<file path="config.mk">
export PLATFORM = sky130hd
export DESIGN_NAME = mem_arbiter
export DESIGN_NICKNAME = d
export VERILOG_FILES = /design/src/rtl/mem_arbiter.sv
export SDC_FILE = /design/constraint.sdc
export NUM_CORES = 1
export LEC_CHECK = 0
export CORE_ASPECT_RATIO = 0.9
export CORE_MARGIN = 8
export CORE_UTILIZATION = 23
export CTS_BUF_LIST = sky130_fd_sc_hd__clkbuf_2 sky130_fd_sc_hd__clkbuf_4 sky130_fd_sc_hd__clkbuf_8
export CTS_CLUSTER_DIAMETER = 50
export DETAILED_ROUTE_END_ITERATION = 8
export GPL_TIMING_DRIVEN = 0
export RECOVER_POWER = 100
export SETUP_SLACK_MARGIN = 0.2
export SYNTH_ARGS = -nofsm -noshare
export SYNTH_HDL_FRONTEND = slang
export SYNTH_SLANG_ARGS = --single-unit
export TNS_END_PERCENT = 10
</file>
<file path="constraint.sdc">
create_clock -name clk -period 1.77 [get_ports clk]
set_input_delay 0.354 -clock clk [delete_from_list [all_inputs] [get_ports clk]]
set_output_delay 0.354 -clock clk [all_outputs]
set_load 0.02 [all_outputs]
</file>
<file path="src/rtl/mem_arbiter.sv">
`default_nettype none
// ============================================================================
// Module      : mem_arbiter
// Description : Arbitrates the single-ported, fixed-latency unified memory
//               between the instruction-fetch port and the data (LW/SW)
//               port. Grants one port at a time, sequences the multi-cycle
//               access, returns a single-cycle ack with read data, and stops
//               new fetch grants while halt is high.
// Revision    : 1.0 - initial release
// ============================================================================
module mem_arbiter #(
    parameter int ADDR_W  = 16,
    parameter int DATA_W  = 16,
    parameter int MEM_LAT = 4
) (
    input  logic              clk,
    input  logic              rst_n,
    input  logic              halt,
    input  logic              if_req,
    input  logic [ADDR_W-1:0] if_addr,
    output logic              if_ack,
    output logic [DATA_W-1:0] if_rdata,
    input  logic              d_req,
    input  logic              d_we,
    input  logic [ADDR_W-1:0] d_addr,
    input  logic [DATA_W-1:0] d_wdata,
    output logic              d_ack,
    output logic [DATA_W-1:0] d_rdata,
    output logic              mem_en,
    output logic              mem_we,
    output logic [ADDR_W-1:0] mem_addr,
    output logic [DATA_W-1:0] mem_wdata,
    input  logic [DATA_W-1:0] mem_rdata,
    output logic              busy
);

    localparam int c_cnt_w = $clog2(MEM_LAT + 1);
    localparam logic [c_cnt_w-1:0] c_lat = c_cnt_w'(MEM_LAT);
    localparam logic [c_cnt_w-1:0] c_one = c_cnt_w'(1);

    typedef enum logic [1:0] {
        IDLE    = 2'd0,
        BUSY_IF = 2'd1,
        BUSY_D  = 2'd2
    } state_t;

    state_t              r_state;
    state_t              w_state_nxt;
    logic [c_cnt_w-1:0]  r_cnt;
    logic                r_last_d;     // 1 when D won the most recent tie
    logic [ADDR_W-1:0]   r_hold_addr;
    logic                r_hold_we;
    logic [DATA_W-1:0]   r_hold_wdata;

    logic w_elig_if;
    logic w_elig_d;
    logic w_contest;
    logic w_grant_if;
    logic w_grant_d;
    logic w_busy;
    logic w_done;

    // Request eligibility and round-robin tie break (halt masks fetch only)
    always_comb begin
        w_elig_d   = d_req;
        w_elig_if  = if_req & ~halt;
        w_contest  = w_elig_d & w_elig_if;
        w_grant_d  = w_elig_d & (~w_elig_if | ~r_last_d);
        w_grant_if = w_elig_if & ~w_grant_d;
    end

    // State register
    always_ff @(posedge clk or negedge rst_n) begin
        if (!rst_n) begin
            r_state <= IDLE;
        end else begin
            r_state <= w_state_nxt;
        end
    end

    // Next-state logic: grant from IDLE, always fall back to IDLE after completion
    always_comb begin
        w_state_nxt = r_state;
        case (r_state)
            IDLE: begin
                if (w_grant_d) begin
                    w_state_nxt = BUSY_D;
                end else if (w_grant_if) begin
                    w_state_nxt = BUSY_IF;
                end
            end
            BUSY_IF, BUSY_D: begin
                if (r_cnt == c_lat) begin
                    w_state_nxt = IDLE;
                end
            end
            default: w_state_nxt = IDLE;
        endcase
    end

    // Access counter, fairness flag and payload hold registers
    always_ff @(posedge clk or negedge rst_n) begin
        if (!rst_n) begin
            r_cnt        <= '0;
            r_last_d     <= 1'b0;
            r_hold_addr  <= '0;
            r_hold_we    <= 1'b0;
            r_hold_wdata <= '0;
        end else if (r_state == IDLE) begin
            if (w_grant_d) begin
                r_hold_addr  <= d_addr;
                r_hold_we    <= d_we;
                r_hold_wdata <= d_wdata;
                r_cnt        <= c_one;
                if (w_contest) begin
                    r_last_d <= 1'b1;
                end
            end else if (w_grant_if) begin
                r_hold_addr  <= if_addr;
                r_hold_we    <= 1'b0;
                r_hold_wdata <= '0;
                r_cnt        <= c_one;
                if (w_contest) begin
                    r_last_d <= 1'b0;
                end
            end
        end else begin
            // Counter parks at zero once the access finishes
            r_cnt <= (r_cnt == c_lat) ? '0 : r_cnt + c_one;
        end
    end

    // Memory strobes and completion decode, all from registered state
    always_comb begin
        w_busy    = (r_state == BUSY_IF) || (r_state == BUSY_D);
        w_done    = w_busy && (r_cnt == c_lat);
        busy      = w_busy;
        mem_en    = w_busy && (r_cnt == c_one);
        mem_we    = w_busy ? r_hold_we    : 1'b0;
        mem_addr  = w_busy ? r_hold_addr  : '0;
        mem_wdata = w_busy ? r_hold_wdata : '0;
        if_ack    = w_done && (r_state == BUSY_IF);
        d_ack     = w_done && (r_state == BUSY_D);
        if_rdata  = if_ack ? mem_rdata : '0;
        // A store returns no data
        d_rdata   = (d_ack && !r_hold_we) ? mem_rdata : '0;
    end

endmodule
`default_nettype wire

</file>
# Word level (Yosys, flattened, before mapping)
# Index checks and enable logic that the tools add are counted.
[word_totals] in_bits=70 output_inout_bits=69 reg_bits=39 elab_cells=60
[op_classes] muxes=23 reduce_logical=13 add_sub_neg=1 n_eq_ne=8 bitwise_logic=9
[ops] cell="$mux W16" count=8
[ops] cell="$mux W3" count=4
[ops] cell="$mux W1" count=7
[ops] cell="$mux W2" count=3
[ops] cell="$ne A2 B2 Y1 const B" count=3
[ops] cell="$logic_and A1 B1 Y1" count=5
[ops] cell="$and A1 B1 Y1" count=4
[ops] cell="$not A1 Y1" count=4
[ops] cell="$pmux W2 S2" count=1
[ops] cell="$reduce_and A2 Y1" count=2
[ops] cell="$reduce_and A4 Y1" count=1
[ops] cell="$add A3 B1 Y3 const B" count=1
[ops] cell="$eq A3 B1 Y1 const B" count=1
[ops] cell="$eq A3 B3 Y1 const B" count=1
[ops] cell="$ne A3 B3 Y1 const B" count=1
[ops] cell="$eq A2 B1 Y1 const B" count=1
[ops] cell="$eq A2 B2 Y1 const B" count=1
[ops] cell="$logic_not A2 Y1" count=1
[ops] cell="$reduce_bool A2 Y1" count=1
[ops] cell="$reduce_or A2 Y1" count=1
[ops] cell="$logic_not A1 Y1" count=1
[ops] cell="$logic_or A1 B1 Y1" count=1
[ops] cell="$or A1 B1 Y1" count=1

# Logic depth before layout (Yosys ltp)
# Gate-level depths: netlist (run 1).
[depth] depth_word=10 ltp_mapped=7 ltp_nobuf=5

# Worst setup path after synthesis (run 1)
# OpenSTA, ideal clock, no wires.
[synth_path] path_kind="reg2out" from="register r_state[0]" to="output if_rdata[10]" stages_incl_launch_ff=7 arrival_ps=1674 path_buffers=1 slack_ps=-258 path_cell_list="dfrtp_1 -> inv_1 -> ha_1 -> nand2_1 -> nor2_1 -> buf_2 -> and2_1"
[synth_between] elab_chain_len=5
[synth_lines] element="from (decl)" line="47" rtl="state_t r_state;"
[synth_lines] element="from (signal assigned)" line="77" rtl="r_state <= w_state_nxt;"
[synth_lines] element="$eq A2 B1 Y1 / $eq A2 B2 Y1 (equally long branches)" line="135" rtl="w_busy = (r_state == BUSY_IF) || (r_state == BUSY_D);"
[synth_lines] element="$logic_or A1 B1 Y1 (*)" line="135"
[synth_lines] element="via busy" line="34" rtl="output logic busy"
[synth_lines] element="$logic_and A1 B1 Y1 (*)" line="136" rtl="w_done = w_busy && (r_cnt == c_lat);"
[synth_lines] element="$logic_and A1 B1 Y1 (*)" line="142" rtl="if_ack = w_done && (r_state == BUSY_IF);"
[synth_lines] element="via if_ack" line="21" rtl="output logic if_ack,"
[synth_lines] element="$mux W16 (*)" line="144" rtl="if_rdata = if_ack ? mem_rdata : '0;"
[synth_lines] element="to (decl)" line="22" rtl="output logic [DATA_W-1:0] if_rdata,"
# Mark *: on every way through the listed nets, which the timed path passes. The rest lies on a longest branch.

# Worst setup path after layout (run 1)
[layout_path] from="register r_state[0]" to="output d_rdata[7]"
[layout_between] elab_chain_len=6
[layout_lines] element="$eq A2 B1 Y1 / $eq A2 B2 Y1 (equally long branches)" line="135, 143"
[layout_lines] element="$logic_or A1 B1 Y1" line="135"
[layout_lines] element="$logic_and A1 B1 Y1" line="136"
[layout_lines] element="$logic_and A1 B1 Y1 (*)" line="143" rtl="d_ack = w_done && (r_state == BUSY_D);"
[layout_lines] element="$logic_and A1 B1 Y1 (*)" line="146" rtl="d_rdata = (d_ack && !r_hold_we) ? mem_rdata : '0;"
[layout_lines] element="$mux W16 (*)" line="146"
[layout_lines] element="to (decl)" line="28" rtl="output logic [DATA_W-1:0] d_rdata,"
# Mark *: on every way between the ends. The rest lies on a longest branch, timed or not.

==> reports/results.ini, run 1 <==
[status]
status=finished with violations
violations=negative setup slack

[layout]
layout.nets=482
postLayoutCellArea_mm2=0.00462
antennaDiodeCount=0
syn2layout_area_growth_pct=90.5
drive_gt1_share_pct=46.7

[drt]
dr.max_layer_used=met4
viasPerCell=4.71
wl_met3_um=842
route.met2.wl_um=4250
vias=2527
m1WireLength_um=4060
wl_per_cell_um=17.2
drtAntennaViolNets=0
drc=0
drt-initial-drc-count=64
firstDrtPassIters=4
wl_um=9210

[setup_path]
cp.arrival_ns=1.72
reg2reg_from=r_state[0]
r2r_end=r_hold_wdata[9]
cp-startpoint=r_state[0]
path_max_fanout=5
reg2regPathDepth=7
path_common_cell=buf_6
cp-start-kind=register
crit_cells=6
r2r_setup_slack_ns=-0.04
required_ns=1.42
worst-setup-path-type=reg -> out
max_stage_delay_ns=0.38
crit_buf_inv=3
path_delay_family=simple AND/OR/NAND/NOR gates
crit_chain=inv_1 -> ha_1 -> nor3b_4 -> buf_6 -> and2_4 -> buf_6
crit_slowest_cell=dfrtp_1
worst_setup_path_end_kind=output port

[timing]
maxSlewViolCount=0
fin_ws_ns=-0.304
finalCritPeriodShare_pct=117
fmax_ghz=0.482
final.setup_skew_ns=0.00895
fin_crit_ns=2.07
worstMarginPinSlew_ns=0.626
rsz0062_at_grt=true
setup_viol=76
slew_headroom_pct=58.3
finalHoldViolations=0
hold_slack_ns=0.476
fin_setup_tns_ns=-14.04

[pwr]
power_mw=6.81
p_leak_nw=2.06
ir_drop_v=0.000829
pwr_density_cell_mw_per_mm2=1470

[floorplan]
ioPinCount=139
die_area_mm2=0.0141
die_x_um=124
die_h_um=113
row_count=35
core_area_mm2=0.0102
initial_utilization_pct=23.7

[synthesis]
synth_largest_area_cell=dfrtp_1
synthTopCellsByCount=65 x and2_1, 39 x dfrtp_1, 19 x nand2_1, 18 x a22o_1, 16 x a2bb2oi_1
synth_area_leaders=dfrtp_1 40%, and2_1 17%, o221a_1 7.0%, a22o_1 6.5%, a2bb2oi_1 5.8%
synthFlopType=dfrtp_1
syn_nets=325
ys_async_sr_fraction_pct=100
yosysMostFrequentCell=and2_1
synth_edf_count=0
synth.avg_cell_area_um2=9.74
synth_top_area_share_pct=40.2
yosys_warnings=0
ys_ff_latch=39
syn-instance-count=249
netlist_area_mm2=0.00242
synth-seq-area-share_pct=40.2
synth_cell_types=37

[clock_network]
numCtsBuffers=5
clk_pin_slew_worst_paths_ns=0.08
cts_buffer_depth=2
cts_root_buffer=clkbuf_8
insertion_delay_ns=0.30
h-tree-depth=2
cts_sinks=39
cts_tree=done

[global_routing]
grt_pass1_vias=2772
track_usage_pct=12.9
grt_max_degree=29
antenna_found_initial=0
grt-ovfl-total=0
grt_pass1_wl_um=15000

[flow_run]
maxCapViolations=0

[place]
io_buffer_count=137
hpwl_um=6910
gp_congestion=0.775
dpl_cell_area_mm2=0.00409

[min_path]
hold_class=reg -> reg
hp-start=r_last_d
min_to=r_last_d
hold_depth=1

-- routing by layer --
metal	vias to the layer above	track usage (%)
li1	1202	-
met3	6	5.38
met4	0	2.81
met1	1218	15.6
met5	-	0
met2	101	21.2
-- logic make-up after synthesis --
logic type	count (synthesis)	share of synthesized area, %
fa+ha+maj	6	3.10
simple gates	98	23.6
compound gates	75	26.1
buf+inv	29	6.14
xor+xnor	1	0.361
flops	39	40.2
mux	1	0.464
-- through the flow --
step,utilization (%),setup slack [ns],cells
2_1_floorplan,-,0.137,249
3_3_place_gp,39.7,-0.745,515
3_5_place_dp,39.9,-0.634,516
4_1_cts,43.2,-0.337,536
5_1_grt,45.1,-0.426,536
6_report,45.1,-0.304,536
-- power by group --
group | total [mW] | switching (mW) | internal, mW
combinational | 4.43 | 1.98 | 2.45
clock | 0.790 | 0.333 | 0.457
sequential | 1.59 | 0.285 | 1.31
-- registers in the layout (all words and copies together), names as in the netlist --
register and count:
r_hold_we 1, r_hold_wdata 16, r_state 2, r_last_d 1
r_cnt 3, r_hold_addr 16
-- worst max path at each step --
stage	endpoint	slack, ns
6_report	d_rdata[7]	-0.30
5_1_grt	d_rdata[7]	-0.43
4_1_cts	d_rdata[7]	-0.34
3_5_place_dp	d_rdata[13]	-0.63
3_3_place_gp	r_hold_we	-0.74
2_1_floorplan	if_rdata[10]	0.14
-- timing repair --
action | in CTS | in global routing
endpoints found under the hold margin | 11 | 0
pin swaps | 35 | 32
cloned | 2 | 0
hold buffers | 1 | 0
setup endpoints to repair | 107 | 98
setup buffers | 9 | 0
gates resized for setup | 433 | 71
-- placed cells by master, fill, tap and decap left out, types with 2 or more instances in the layout --
master / netlist / final
and2_1: 65 / 5
a22o_1: 18 / 18
clkbuf_1: 9 / 7
ha_1: 6 / 4
dfrtp_1: 39 / 39
nand2_4: 0 / 2
nand2_1: 19 / 17
buf_2: 9 / 2
clkbuf_4: 0 / 3
o221a_1: 15 / 15
nor2_1: 5 / 4
clkdlybuf4s50_1: 0 / 67
buf_6: 3 / 76
clkbuf_2: 0 / 2
buf_8: 0 / 4
and3b_1: 2 / 2
inv_2: 1 / 3
and2_4: 0 / 60
ha_4: 0 / 2
a2bb2oi_1: 16 / 7
clkbuf_8: 0 / 6
o21ai_1: 4 / 8
a2bb2oi_2: 0 / 9
buf_4: 1 / 9
o21ai_0: 13 / 9
-- layout make-up --
class	instances	area, um^2
plain buffers	23	191
clock buffers	6	82.6
clock inverters	2	35.0
fillers	991	5630
inverters	6	32.5
multi-input cells	181	1570
flip-flops and latches	39	976
well taps	129	161
repair buffers	150	1570
No activity file was read; power rests on OpenSTA's default activity.
==> inputs of run 2 (changes only) <==
- CTS_CLUSTER_DIAMETER: 50 -> default
==> results of run 2 <==
The final DEF is identical to that of run 1; final timing and power are the same.
